[src/rtl/clock_divider_prog_if.sv]
// Control and status bundle for the programmable clock divider.
// The master side requests ratios and run state; the slave side reports the divided clock.
interface clock_divider_prog_if #(
    parameter int WIDTH = 8
);
    logic             en;
    logic [WIDTH-1:0] div_val;
    logic             div_load;
    logic             clk_out;
    logic             tick;
    logic [WIDTH-1:0] cur_div;
    logic             pending;
    logic             load_err;

    modport master (
        output en, div_val, div_load,
        input  clk_out, tick, cur_div, pending, load_err
    );

    modport slave (
        input  en, div_val, div_load,
        output clk_out, tick, cur_div, pending, load_err
    );
endinterface

[src/rtl/clock_divider_prog.sv]
// Runtime-programmable integer clock divider with 50% duty for even and odd ratios.
// Ratio changes and start/stop are applied only at period boundaries.
module clock_divider_prog #(
    parameter int WIDTH       = 8,
    parameter int DEFAULT_DIV = 4
) (
    input logic                 clk,
    input logic                 rst,
    clock_divider_prog_if.slave bus
);
    typedef enum logic {IDLE, RUN} state_e;

    state_e           state_q, state_d;
    logic [WIDTH-1:0] cnt_q, cnt_d;
    logic [WIDTH-1:0] cur_q, cur_d;
    logic [WIDTH-1:0] pval_q, pval_d;
    logic             pend_q, pend_d;
    logic             pos_q, pos_d;
    logic             tick_q, tick_d;
    logic             err_q, err_d;
    logic             neg_q;

    logic             legal;
    logic             wrap;
    logic [WIDTH-1:0] half;
    logic [WIDTH-1:0] cnt_inc;

    assign legal   = bus.div_load && (bus.div_val >= WIDTH'(2));
    assign wrap    = (cnt_q == cur_q - WIDTH'(1));
    assign half    = cur_q >> 1;
    assign cnt_inc = cnt_q + WIDTH'(1);

    always_comb begin
        state_d = state_q;
        cnt_d   = cnt_q;
        cur_d   = cur_q;
        pval_d  = pval_q;
        pend_d  = pend_q;
        pos_d   = 1'b0;
        tick_d  = 1'b0;
        err_d   = bus.div_load && !legal;
        unique case (state_q)
            IDLE: begin
                if (legal) begin
                    cur_d  = bus.div_val;
                    pend_d = 1'b0;
                end else if (bus.en && pend_q) begin
                    cur_d  = pval_q;
                    pend_d = 1'b0;
                end
                if (bus.en) begin
                    state_d = RUN;
                    cnt_d   = '0;
                    tick_d  = 1'b1;
                    pos_d   = 1'b1;
                end
            end
            RUN: begin
                if (wrap) begin
                    cnt_d = '0;
                    if (!bus.en) begin
                        // stop cleanly; a load here waits for the next start
                        state_d = IDLE;
                        if (legal) begin
                            pval_d = bus.div_val;
                            pend_d = 1'b1;
                        end
                    end else begin
                        tick_d = 1'b1;
                        pos_d  = 1'b1;
                        pend_d = 1'b0;
                        if (legal) begin
                            cur_d = bus.div_val;
                        end else if (pend_q) begin
                            cur_d = pval_q;
                        end
                    end
                end else begin
                    cnt_d = cnt_inc;
                    pos_d = (cnt_inc < half);
                    if (legal) begin
                        pval_d = bus.div_val;
                        pend_d = 1'b1;
                    end
                end
            end
            default: begin
                state_d = IDLE;
            end
        endcase
    end

    always_ff @(posedge clk or negedge rst) begin
        if (!rst) begin
            state_q <= IDLE;
            cnt_q   <= '0;
            cur_q   <= WIDTH'(DEFAULT_DIV);
            pval_q  <= '0;
            pend_q  <= 1'b0;
            pos_q   <= 1'b0;
            tick_q  <= 1'b0;
            err_q   <= 1'b0;
        end else begin
            state_q <= state_d;
            cnt_q   <= cnt_d;
            cur_q   <= cur_d;
            pval_q  <= pval_d;
            pend_q  <= pend_d;
            pos_q   <= pos_d;
            tick_q  <= tick_d;
            err_q   <= err_d;
        end
    end

    // half-cycle stretch of the high phase for odd ratios
    always_ff @(negedge clk or negedge rst) begin
        if (!rst) begin
            neg_q <= 1'b0;
        end else begin
            neg_q <= pos_q;
        end
    end

    assign bus.clk_out  = pos_q | (cur_q[0] & neg_q);
    assign bus.tick     = tick_q;
    assign bus.cur_div  = cur_q;
    assign bus.pending  = pend_q;
    assign bus.load_err = err_q;
endmodule
[src/flat_wrapper.sv]
// flat-port wrapper written by rule: the top's interface ports become plain ports
module clock_divider_prog_flat 
#(
    parameter int WIDTH       = 8,
    parameter int DEFAULT_DIV = 4
)
  (clk, rst, bus_en, bus_div_val, bus_div_load, bus_clk_out, bus_tick, bus_cur_div, bus_pending, bus_load_err);
  clock_divider_prog_if #(.WIDTH(WIDTH)) bus_i ();
  input logic clk;
  input logic rst;
  input wire logic [$bits(bus_i.en)-1:0] bus_en;
  input wire logic [$bits(bus_i.div_val)-1:0] bus_div_val;
  input wire logic [$bits(bus_i.div_load)-1:0] bus_div_load;
  output wire logic [$bits(bus_i.clk_out)-1:0] bus_clk_out;
  output wire logic [$bits(bus_i.tick)-1:0] bus_tick;
  output wire logic [$bits(bus_i.cur_div)-1:0] bus_cur_div;
  output wire logic [$bits(bus_i.pending)-1:0] bus_pending;
  output wire logic [$bits(bus_i.load_err)-1:0] bus_load_err;
  assign bus_i.en = bus_en;
  assign bus_i.div_val = bus_div_val;
  assign bus_i.div_load = bus_div_load;
  assign bus_clk_out = bus_i.clk_out;
  assign bus_tick = bus_i.tick;
  assign bus_cur_div = bus_i.cur_div;
  assign bus_pending = bus_i.pending;
  assign bus_load_err = bus_i.load_err;
  clock_divider_prog #(.WIDTH(WIDTH), .DEFAULT_DIV(DEFAULT_DIV)) u_core (.clk(clk), .rst(rst), .bus(bus_i));
endmodule
[config.mk]
export PLATFORM = sky130hd
export DESIGN_NAME = clock_divider_prog_flat
export DESIGN_NICKNAME = d
export VERILOG_FILES = /design/src/rtl/clock_divider_prog_if.sv /design/src/rtl/clock_divider_prog.sv /design/src/flat_wrapper.sv
export SDC_FILE = /design/constraint.sdc
export NUM_CORES = 1
export LEC_CHECK = 0
export ABC_AREA = 1
export CAP_MARGIN = 0
export CORE_ASPECT_RATIO = 2
export CORE_UTILIZATION = 50
export CTS_CLUSTER_SIZE = 30
export DETAILED_ROUTE_END_ITERATION = 12
export PLACE_DENSITY = 0.73
export SKIP_LAST_GASP = 1
export SYNTH_ARGS = -nofsm -noshare
export SYNTH_HDL_FRONTEND = slang
export SYNTH_SLANG_ARGS = --single-unit
[constraint.sdc]
create_clock -name clk -period 1.6 [get_ports clk]
set_input_delay 0.32 -clock clk [delete_from_list [all_inputs] [get_ports clk]]
set_output_delay 0.32 -clock clk [all_outputs]
set_load 0.03 [all_outputs]
# After elaboration in Yosys (flattened, before gate mapping)
# Cells that the tools add are included.
dict set report op_classes {
  mux 26
  addsub 2
  n_reduce_logical 6
  order_cmp 2
  n_bitwise 3
  n_eq_ne 7
}
# cell n
set ops {}
lappend ops {{$mux W8} 11}
lappend ops {{$pmux W8 S2} 2}
lappend ops {{$mux W1} 9}
lappend ops {{$add A8 B1 Y8 const B} 1}
lappend ops {{$eq A8 B8 Y1} 1}
lappend ops {{$ge A8 B2 Y1 const B} 1}
lappend ops {{$lt A8 B7 Y1} 1}
lappend ops {{$ne A2 B2 Y1 const B} 4}
lappend ops {{$pmux W1 S2} 4}
lappend ops {{$sub A8 B1 Y8 const B} 1}
lappend ops {{$reduce_and A4 Y1} 1}
lappend ops {{$logic_and A1 B1 Y1} 3}
lappend ops {{$ne A3 B1 Y1 const B} 1}
lappend ops {{$ne A3 B3 Y1 const B} 1}
lappend ops {{$reduce_and A2 Y1} 1}
lappend ops {{$and A1 B1 Y1} 1}
lappend ops {{$logic_not A1 Y1} 1}
lappend ops {{$not A1 Y1} 1}
lappend ops {{$or A1 B1 Y1} 1}
dict set report word_totals {
  ff_bits 30
  out_inout_bits 12
  wordCells 55
  in_bits 12
}

# Longest topological paths before layout
dict set report depth {
  ltp_word 6
  depth_mapped 14
  ltp_nobuf 14
}

==> results.txt <==
status -> complete, but fails checks
failing checks -> setup timing
peak supply drop -> 1390 µV
Worst Path Arrival -> 1.76 ns
Fin Clk Skew -> 0.00477 ns
total gr overflow -> 0
GRT Util Overall -> 0.343
via density per instance -> 5.68
Placeable Area -> 3650 µm²
synth unique cells -> 28
routed wire length -> 7830 µm
CTS H-tree lvls -> 2
Final WS setup -> -0.482 ns
warnings from Yosys -> 0
critical-path cell list -> a21o_4 -> buf_6
Final Cycle Share -> 1.30
fin nets -> 377
non-filler cells, final -> 407
dominant cells by area after synthesis -> dfrtp_1 36%, nand2_1 21%, nand3_1 8.0%, inv_1 5.8%, ha_1 5.2%
largest net degree at the start of global routing -> 30
clk_lat worst skew -> 0.29 ns
initial DRC count -> 104
Synth-to-Final Area Change -> 63.6%
Top Ports -> 24
Slew Limit Fails -> 0
clk slew on worst S/H paths -> 0.07 ns
Final setup viols -> 29
number of max-cap violations -> 0
DRT antenna net count -> 0
Final Hold Violating Endpoints -> 0
starting density of the core -> 0.532
Post-Synthesis Cells -> 275
clock period minus worst slack -> 2.08 ns
Die H -> 90.1 µm
WP data required -> 1.28 ns
Crit Path Class -> reg2out
syn_nets -> 295
hold crit path type -> reg2reg
Slowest-stage cell, CP -> dfrtn_1
layout cells sized above 1 -> 0.433
register area share after synthesis -> 0.387
setup TNS -> -7.16 ns
Tot Pwr -> 7.16 mW
1st-pass router iterations -> 5
drc violations -> 0
row cnt -> 31
number of global-route vias before repair -> 2186
CP Capture Type -> output port
root buf cell -> clkbuf_8
clk sinks -> 30
synthesized area -> 1940 µm²
Worst slew margin -> 0.681
initial antenna violation count -> 0
Die Span X -> 46.1 µm
Power Dens Cells -> 2260 nW/µm²
detailed placer's ending HPWL -> 4140 µm
Seq cells post-synth -> 30
CTS tree -> yes
Setup crit start kind -> flop
Pleak -> 1.62 nW
Syn Area/Cell -> 7.06 µm²
DR vias -> 2312
delay of the slowest critical-path stage -> 0.34 ns
Inserted Diodes -> 0
average wire per standard cell -> 19.2 µm
FMAX -> 481 MHz
CP max FO -> 1
top cell type's share of synthesized area -> 0.361
global-route wire length before repair -> 10100 µm
cts bufs inserted -> 5
placed cell count -> 388
Synth area leader -> dfrtp_1
die area -> 4150 µm²
Worst Tran Pin Value -> 0.473 ns
hold_buf cts -> 0
clk buf depth -> 2
Port Buffers -> 23
RSZ-0062 raised after global routing -> true
GP Congestion -> 0.941
==> final timing paths <==
path                                  startpoint                     to  slack [ns]  depth (start not counted)
min in group asynchronous                    rst  u_core.bus.cur_div[7]        0.61                          2
worst min-delay path            u_core.pval_q[3]       u_core.pval_q[3]        0.51                          2
worst max register to register   u_core.cnt_q[1]           u_core.pos_q       -0.48                         10
worst max-delay path                u_core.neg_q            bus_clk_out       -0.48                          2
worst min register to register  u_core.pval_q[3]       u_core.pval_q[3]        0.51                          2
max in group asynchronous                    rst           u_core.neg_q        0.46                          1
==> stage by stage <==
stage	hold WS [ns]	utilization	worst slack [ns]	instance area, µm²
after global routing	0.546	0.871	-0.550	3170
after detailed placement	0.496	0.711	-0.260	2590
after global placement	0.480	0.711	-0.227	2590
final	0.514	0.871	-0.482	3170
after floorplan	0.0244	-	-0.116	1970
after CTS	0.510	0.818	-0.477	2980
==> worst max-delay path: cells and delay by family (launching register included) <==
family | cells | cell delay [ns]
compound gates | 1 | 0.20
buf+inv | 1 | 0.13
flops | 1 | 0.34
==> state kept, by name, summed over array words and instances, names as in the netlist <==
register             count
u_core.pos_q             1
u_core.bus.cur_div       8
u_core.neg_q             1
u_core.state_q           1
u_core.cnt_q             8
u_core.bus.load_err      1
u_core.bus.tick          1
u_core.bus.pending       1
u_core.pval_q            8
==> logic make-up after synthesis <==
| family | after synthesis | share of synthesized area |
|---|---|---|
| XOR/XNOR | 6 | 0.0271 |
| adder cells (fa/ha/maj) | 8 | 0.0516 |
| AND/OR/NAND/NOR | 176 | 0.391 |
| buffers and inverters | 40 | 0.0954 |
| flip-flops | 30 | 0.387 |
| AO/OA/AOI/OAI | 15 | 0.0477 |
==> final cells by class <==
class                   instances  area (µm²)
flip-flops and latches         30         757
fillers                       200         472
clock buffers                   8         110
well taps                      49        61.3
repair buffers                 79         737
multi-input cells             206        1380
inverters                      35         131
==> Yosys cell counts (all sizes together) <==
| cell | number |
|---|---|
| o21ai | 7 |
| nand3 | 31 |
| dfrtn | 1 |
| dfrtp | 28 |
| nand2 | 113 |
| nor3 | 2 |
| clkinv | 1 |
| nand4 | 4 |
| inv | 34 |
| xnor2 | 3 |
| nor2 | 26 |
| dfstp | 1 |
| xor2 | 3 |
| o22ai | 3 |
| buf | 5 |
| a21o | 1 |
| ha | 8 |
| a21oi | 4 |
==> layout by cell type, fill, tap and decap left out, types with 4 or more instances in the layout <==
cell             count
dfrtp_1             24
clkbuf_8             8
clkdlybuf4s50_1     11
inv_2               11
buf_12               6
ha_1                 5
nor2_4               4
inv_1               23
nand2_2             22
dfrtp_2              4
buf_4               44
nor2_1              19
nand2_8              5
nand2_1             82
nand3_1             13
nand2_4              5
buf_6                6
nand3_2             17
dlygate4sd2_1        9
nand4_1              4
==> routing by layer <==
layer  track usage  wire (µm)  up-vias
li1              -          -     1026
met1         0.316       2610     1103
met2         0.615       4190      130
met3        0.0522        421       53
met4         0.235        616        0
met5             0          0        -
==> where the power goes <==
part | internal (mW) | leakage [nW] | switching (mW)
Combinational | 2.16 | 1.20 | 2.82
Clock | 0.434 | 0.0575 | 0.310
Sequential | 1.06 | 0.361 | 0.379
Total | 3.65 | 1.62 | 3.50
==> timing repair <==
| action | 4_1_cts | 5_1_grt |
|---|---|---|
| buffers inserted | 9 | 5 |
| setup endpoints to repair | 40 | 32 |
| cloned | 2 | 1 |
| pin swaps | 22 | 23 |
| resized for setup | 51 | 59 |
Note: power is estimated with default switching activity, not from simulation.
